## config.mk

```make
export PLATFORM = sky130hd
export DESIGN_NAME = if_id_stall_ctrl
export DESIGN_NICKNAME = d
export VERILOG_FILES = /design/src/rtl/if_id_stall_ctrl.sv
export SDC_FILE = /design/constraint.sdc
export NUM_CORES = 1
export LEC_CHECK = 0
export ABC_AREA = 1
export CORE_MARGIN = 2
export CORE_UTILIZATION = 40
export DETAILED_ROUTE_END_ITERATION = 10
export PLACE_DENSITY = 0.75
export SYNTH_ARGS = -nofsm -noshare
export SYNTH_HDL_FRONTEND = slang
export SYNTH_SLANG_ARGS = --single-unit
export TNS_END_PERCENT = 5
```

## constraint.sdc

```tcl
create_clock -name clk -period 8.4 [get_ports clk]
set_input_delay 0.84 -clock clk [delete_from_list [all_inputs] [get_ports clk]]
set_output_delay 0.84 -clock clk [all_outputs]
set_load 0.05 [all_outputs]
```

## src/rtl/if_id_stall_ctrl.sv

```systemverilog
`default_nettype none
// ============================================================================
// Module   : if_id_stall_ctrl
// Purpose  : IF/ID pipeline register with stall / branch-wait / flush control.
//            Holds the fetched instruction while hazard detection requests a
//            stall. It waits for a control-flow instruction to resolve in EX,
//            flushes the wrong-path fetch on a taken redirect, and keeps
//            saturating stall and flush statistics.
// Ports    : clk, rst                 - clock, async active-high reset
//            if_pc, if_instruction,
//            if_valid                 - fetch stage outputs
//            holdpc                   - stall request from hazard detection
//            ex_branch_resolved/taken - control-flow resolution from EX
//            if_id_pc/instruction/
//            valid                    - registered IF/ID contents
//            pc_write_en              - fetch PC update enable (combinational)
//            id_ex_bubble             - force NOP into ID/EX (combinational)
//            state                    - FSM state (RUN=0, WAIT_BR=1, FLUSH=2)
//            stall_count, flush_count - saturating statistics counters
//            br_timeout_err           - sticky branch-wait timeout flag
// Revision : 1.0 - initial release
// ============================================================================
module if_id_stall_ctrl #(
   parameter logic [31:0] NOP_INSTR  = 32'h00000013,
   parameter int          BR_TIMEOUT = 8,
   parameter int          CNT_W      = 16
) (
   input  logic             clk,
   input  logic             rst,
   input  logic [31:0]      if_pc,
   input  logic [31:0]      if_instruction,
   input  logic             if_valid,
   input  logic             holdpc,
   input  logic             ex_branch_resolved,
   input  logic             ex_branch_taken,
   output logic [31:0]      if_id_pc,
   output logic [31:0]      if_id_instruction,
   output logic             if_id_valid,
   output logic             pc_write_en,
   output logic             id_ex_bubble,
   output logic [1:0]       state,
   output logic [CNT_W-1:0] stall_count,
   output logic [CNT_W-1:0] flush_count,
   output logic             br_timeout_err
);

   // Timer holds 0 .. BR_TIMEOUT-1 while waiting; one spare bit keeps the
   // width legal for BR_TIMEOUT = 1.
   localparam int                TMR_W      = $clog2(BR_TIMEOUT + 1);
   localparam logic [TMR_W-1:0]  c_tmr_last = TMR_W'(BR_TIMEOUT - 1);
   localparam logic [CNT_W-1:0]  c_cnt_max  = '1;

   typedef enum logic [1:0] {
      RUN     = 2'd0,
      WAIT_BR = 2'd1,
      FLUSH   = 2'd2
   } state_t;

   state_t           r_state;
   logic [31:0]      r_pc;
   logic [31:0]      r_instr;
   logic             r_valid;
   logic [TMR_W-1:0] r_timer;
   logic [CNT_W-1:0] r_stall_cnt;
   logic [CNT_W-1:0] r_flush_cnt;
   logic             r_br_err;

   logic             w_is_cf;
   logic             w_run_go;
   logic             w_pc_write_en;
   logic             w_id_ex_bubble;

   // Branch, jalr and jal all redirect fetch; decided on opcode[6:2] only.
   assign w_is_cf = (r_instr[6:2] == 5'b11000) ||
                    (r_instr[6:2] == 5'b11001) ||
                    (r_instr[6:2] == 5'b11011);

   // Normal advancing cycle: RUN with no stall request.
   assign w_run_go = (r_state == RUN) && !holdpc;

   // FLUSH lets the redirected PC advance while still bubbling ID/EX.
   // Reset forces the safe combination (PC frozen, bubble) immediately.
   assign w_pc_write_en  = !rst && (w_run_go || (r_state == FLUSH));
   assign w_id_ex_bubble = rst || !w_run_go;

   always_ff @(posedge clk or posedge rst) begin
      if (rst) begin
         r_state     <= RUN;
         r_pc        <= 32'd0;
         r_instr     <= NOP_INSTR;
         r_valid     <= 1'b0;
         r_timer     <= '0;
         r_stall_cnt <= '0;
         r_flush_cnt <= '0;
         r_br_err    <= 1'b0;
      end else begin
         if (!w_pc_write_en && (r_stall_cnt != c_cnt_max)) begin
            r_stall_cnt <= r_stall_cnt + 1'b1;
         end

         case (r_state)
            RUN: begin
               if (!holdpc) begin
                  if (if_valid) begin
                     r_pc    <= if_pc;
                     r_instr <= if_instruction;
                     r_valid <= 1'b1;
                  end else begin
                     r_instr <= NOP_INSTR;
                     r_valid <= 1'b0;
                  end
                  // The instruction leaving ID is control flow: freeze
                  // fetch until EX tells us where to go.
                  if (r_valid && w_is_cf) begin
                     r_state <= WAIT_BR;
                     r_timer <= '0;
                  end
               end
            end

            WAIT_BR: begin
               r_timer <= r_timer + 1'b1;
               // Resolution beats the timeout when both land together.
               if (ex_branch_resolved) begin
                  if (ex_branch_taken) begin
                     r_state <= FLUSH;
                     if (r_flush_cnt != c_cnt_max) begin
                        r_flush_cnt <= r_flush_cnt + 1'b1;
                     end
                  end else begin
                     r_state <= RUN;
                  end
               end else if (r_timer == c_tmr_last) begin
                  r_state  <= RUN;
                  r_br_err <= 1'b1;
               end
            end

            FLUSH: begin
               // Fall-through instruction is on the wrong path: squash it.
               r_instr <= NOP_INSTR;
               r_valid <= 1'b0;
               r_state <= RUN;
            end

            default: begin
               r_state <= RUN;
            end
         endcase
      end
   end

   assign if_id_pc          = r_pc;
   assign if_id_instruction = r_instr;
   assign if_id_valid       = r_valid;
   assign pc_write_en       = w_pc_write_en;
   assign id_ex_bubble      = w_id_ex_bubble;
   assign state             = r_state;
   assign stall_count       = r_stall_cnt;
   assign flush_count       = r_flush_cnt;
   assign br_timeout_err    = r_br_err;

endmodule
`default_nettype wire

```

# Word-level counts from Yosys, hierarchy flattened
# Index checks and enable logic that the tools add are counted.
[totals]
input_bits = 70
ff_bits = 104
elab_cells = 60
output_inout_bits = 102
[classes]
n_bitwise = 2
addsub = 3
reduce_logical = 21
eq_ne = 11
mux = 15
[op_table]
columns = ["cell", "count"]
rows = [
  ["2-to-1 mux 32 bit", 2],
  ["case mux 32 bit (2 select lines)", 1],
  ["adder 16 x 1 -> 16 bit (second input constant)", 2],
  ["!= test 16 bit (second input constant)", 2],
  ["equality test 5 bit (second input constant)", 3],
  ["AND reduction 3 bit", 4],
  ["2-to-1 mux 2 bit", 5],
  ["2-to-1 mux 4 bit", 2],
  ["case mux 4 bit (2 select lines)", 1],
  ["adder 4 x 1 -> 4 bit (second input constant)", 1],
  ["equality test 4 x 3 -> 1 bit (second input constant)", 1],
  ["logical AND 1 bit", 4],
  ["logical NOT 1 bit", 4],
  ["logical OR 1 bit", 4],
  ["case mux 2 bit (2 select lines)", 1],
  ["AND reduction 4 bit", 1],
  ["nonzero test 2 bit", 2],
  ["!= test 3 bit (second input constant)", 1],
  ["equality test 2 x 1 -> 1 bit (second input constant)", 1],
  ["equality test 2 bit (second input constant)", 1],
  ["logical NOT 2 bit", 1],
  ["2-to-1 mux 1 bit", 2],
  ["!= test 2 x 1 -> 1 bit (second input constant)", 1],
  ["!= test 2 bit (second input constant)", 1],
  ["3 further kinds", 4],
]

# Depth between registers and ports, before layout
[logic_depth]
ltp_word = 7
mapped_depth = 9
depth_no_buf = 8

# Worst setup path after synthesis
# No wires, ideal clock.
[synth_path]
kind = "input port to output port"
startpoint = "input rst"
endpoint = "output id_ex_bubble"
n_path_buf = 0
t_arrival_ps = 4056
setup_slack_ps = 3504
cell_stages = 2
t_required_ps = 7560
path_cell_list = "inv_1 nand2_1"
[synth_via]
elab_chain_len = 1
[synth_rtl]
columns = ["element", "line", "source"]
rows = [
  ["start, declared", "29", "input logic rst,"],
  ["logical OR 1 bit", "84", "assign w_id_ex_bubble = rst || !w_run_go;"],
  ["end, declared", "40", "output logic id_ex_bubble,"],
]
# No other way between the ends.

# Worst setup path in the final report
[layout_path]
startpoint = "input holdpc"
endpoint = "output pc_write_en"
[layout_via]
elab_chain_len = 4
[layout_rtl]
columns = ["element", "line", "source"]
rows = [
  ["start, declared", "33", "input logic holdpc,"],
  ["logical NOT 1 bit", "-", ""],
  ["logical AND 1 bit", "79", "assign w_run_go = (r_state == RUN) && !holdpc;"],
  ["logical OR 1 bit", "83", "assign w_pc_write_en = !rst && (w_run_go || (r_state == FLUSH));"],
  ["logical AND 1 bit", "83", ""],
  ["end, declared", "39", "output logic pc_write_en,"],
]
# No other way between the ends.

==> impl_metrics.ini <==
[global_routing]
antenna_found_initial = 0
grt_usage_pct = 20.27
overflow = 0
first_global_vias = 4300
grt_max_degree = 80
grt_first_pass_wirelength_mm = 20.76

[floorplan]
die_h_um = 113.3
placement_rows = 39
core-area_um2 = 11560
die_area_um2 = 12850
chipWidth_um = 113.3
io_pins = 172
initial_utilization_pct = 41.35

[logic_synthesis]
yosys.area_share.simple_pct = 28.68
synth_top_family_by_area = simple AND/OR/NAND/NOR gates
synth_cells = 553
ys.warnings.count = 0
synthMuxAreaShare_pct = 0
synth_fa_ha_area_share_pct = 0.7849
ys_types = 31
synth.cell_area_um2 = 4782
synth.avg_cell_area_um2 = 8.648
synth-seq-cells = 104
seq_area_frac_synth_pct = 54.50
syn-num-nets = 626
synth_compound_area_share_pct = 8.451
synth-xor-area-share_pct = 2.747

[routing]
antenna_left = 0
drt-pass1-iter-count = 4
drc = 0
drt_iter0_markers = 187
vias = 4295
drt-total-wl_mm = 12.70
viasPerCell = 4.942
wl_per_cell_um = 14.61

[setup_path]
critPathMostFrequentCell = clkdlybuf4s50_1
crit_required_ns = 7.56
cp.arrival_ns = 2.64
worstPathCellList = clkdlybuf4s50_1, a21oi_4, nand2_4, inv_2, clkdlybuf4s50_1
crit_path_max_incr_delay_ns = 0.79
cp-end-kind = primary output
critPathKind = primary input to primary output
cpMaxStageDelayCell = clkdlybuf4s50_1
cp_max_fo = 7
cp-start-kind = primary input

[placement]
gp_congestion = 0.8424
pre_cts_slack_ns = 4.893
place_inst = 853
portBuffers = 171
dpl.hpwl_mm = 9.117

[worst_hold_path]
hp-class = register to register

[power]
p_leak_nw = 3.151
p_sw_share_pct = 43.57
p_clk_share_pct = 21.0
powerDensity_nw_per_um2 = 296.9
internal-power_w = 0.001151
p_total_w = 0.002039
p_comb_share_pct = 43.8
seqPwrFrac_pct = 35.3
switchingPower_w = 0.0008886
vdd_ir_drop_max_mv = 0.1829

[sta]
slew_headroom_pct = 33.29
clock_skew_ns = 0.006092
fin_crit_ns = 3.482
max_freq_ghz = 0.2872
slew_viol_final = 0
rsz0062_at_grt = false
setup-tns-final_ns = 0
finalWorstSetupSlack_ns = 4.918
setup_viol = 0
hold_viol_final = 0
tightest_slew_ns = 0.9992
period_share_pct = 41.45

[clocking]
htreeDepth = 3
cts_buffer_depth = 2
clock_sinks = 104
holdBufCountCts = 0
clock_latency_ns = 0.35
cts_tree = built
cts_root_buf = clkbuf_16
cts_resized = 0
cts-buffers-inserted = 9
clk_pin_slew_worst_paths_ns = 0.07
postCtsSetupBuffers = 0

[run_status]
status = completed

[layout]
fin_nets = 794
diodes = 0
layout_common_cells = nand2_1 (263), clkdlybuf4s50_1 (171), dfrtp_1 (101), nor2_1 (35), a22o_1 (27)
final_common_cell = nand2_1
syn_to_final_growth_pct = 43.64
layout-drive-gt1-share_pct = 5.785
fillCellCount = 1011
fin_cells = 869
final_util_pct = 59.40

[job]
maxCapViolCount = 0
==> registers in the layout (all words and copies together) (netlist names) <==
signal and flops:
if_id_pc 32, flush_count 16, if_id_instruction 32, state 2
stall_count 16, r_timer 4, if_id_valid 1, br_timeout_err 1
==> cells by family after synthesis <==
group                    count (synthesis)
AND/OR/NAND/NOR                        336
flip-flops                             104
AO/OA/AOI/OAI                           50
buffers and inverters                   45
XOR/XNOR                                15
adder cells (fa/ha/maj)                  3
==> metal layers <==
layer  vias to the layer above  track usage, %  share of wire (%)
met5                         -               0                  0
met4                         0           7.561                1.7
met3                        15           6.213                7.2
met2                       139           33.41                 49
met1                      2038           25.18                 43
li1                       2103               -                  -
==> layout make-up <==
cell class	count	area, µm²	share of cell area [%]
sequential	104	2606	37.94
clock inverter	7	77.57	1.129
timing repair buffer	172	1719	25.03
clock buffer	9	225.2	3.279
inverter	30	117.6	1.712
tap	143	178.9	2.605
multi-input combinational	404	1944	28.31
==> worst max-delay path: cells and delay by family <==
family	cells	cell delay [ns]
buffers and inverters	3	1.37
and+or+nand+nor	1	0.10
AOI/OAI and AO/OA	1	0.34
==> power groups by stage <==
stage | Combinational (W) | Clock, W | Sequential, W
finish | 0.000893 | 0.000427 | 0.000719
global route | 0.000941 | 0.000459 | 0.000739
CTS | 0.000900 | 0.000439 | 0.000719
detailed placement | 0.000899 | 0 | 0.000724
global placement | 0.000879 | 0 | 0.000722
floorplan | 0.000220 | 0 | 0.00108
==> synthesized netlist by cell type <==
library cell	instances	share of area, %
nor2_4	3	0.71
nor2_2	3	0.39
a31oi_1	1	0.13
nand3_1	13	1.4
nand2_1	263	21
inv_4	1	0.13
o21bai_1	1	0.16
nor2_1	35	2.7
nand3_2	2	0.42
a21oi_4	1	0.34
xnor2_1	10	1.8
nand2_4	1	0.24
dfstp_2	3	1.6
buf_6	6	1.4
inv_2	4	0.31
nand2_2	3	0.39
o21ai_0	13	1.4
ha_1	3	0.79
xor2_1	5	0.92
a21oi_1	1	0.10
o2bb2ai_1	1	0.18
buf_2	3	0.31
clkbuf_1	3	0.24
o22a_1	3	0.55
o21ai_4	2	0.68
nand4_1	12	1.6
a22o_1	27	4.9
dfrtp_1	101	53
inv_1	25	2.0
nor3_2	1	0.21
buf_4	3	0.47
==> worst paths after layout <==
path	endpoint	depth (start not counted)	from	slack, ns
max in group asynchronous	if_id_pc[5]	3	rst	6.26
hold reg to reg	if_id_pc[1]	2	if_id_pc[1]	0.48
min in group asynchronous	flush_count[1]	2	rst	0.83
setup reg to reg	if_id_instruction[5]	5	state[1]	5.83
setup / recovery	pc_write_en	5	holdpc	4.92
hold / removal	if_id_pc[1]	2	if_id_pc[1]	0.48
==> per-stage QoR <==
stage                     hold slack [ns]  instance area [µm²]
final                              0.4813                 6869
after global routing               0.5057                 6869
after CTS                          0.4836                 6869
after detailed placement           0.4636                 6566
after global placement             0.4637                 6566
after floorplan                    0.4638                 4782
Note: power is estimated with default switching activity, not from simulation.
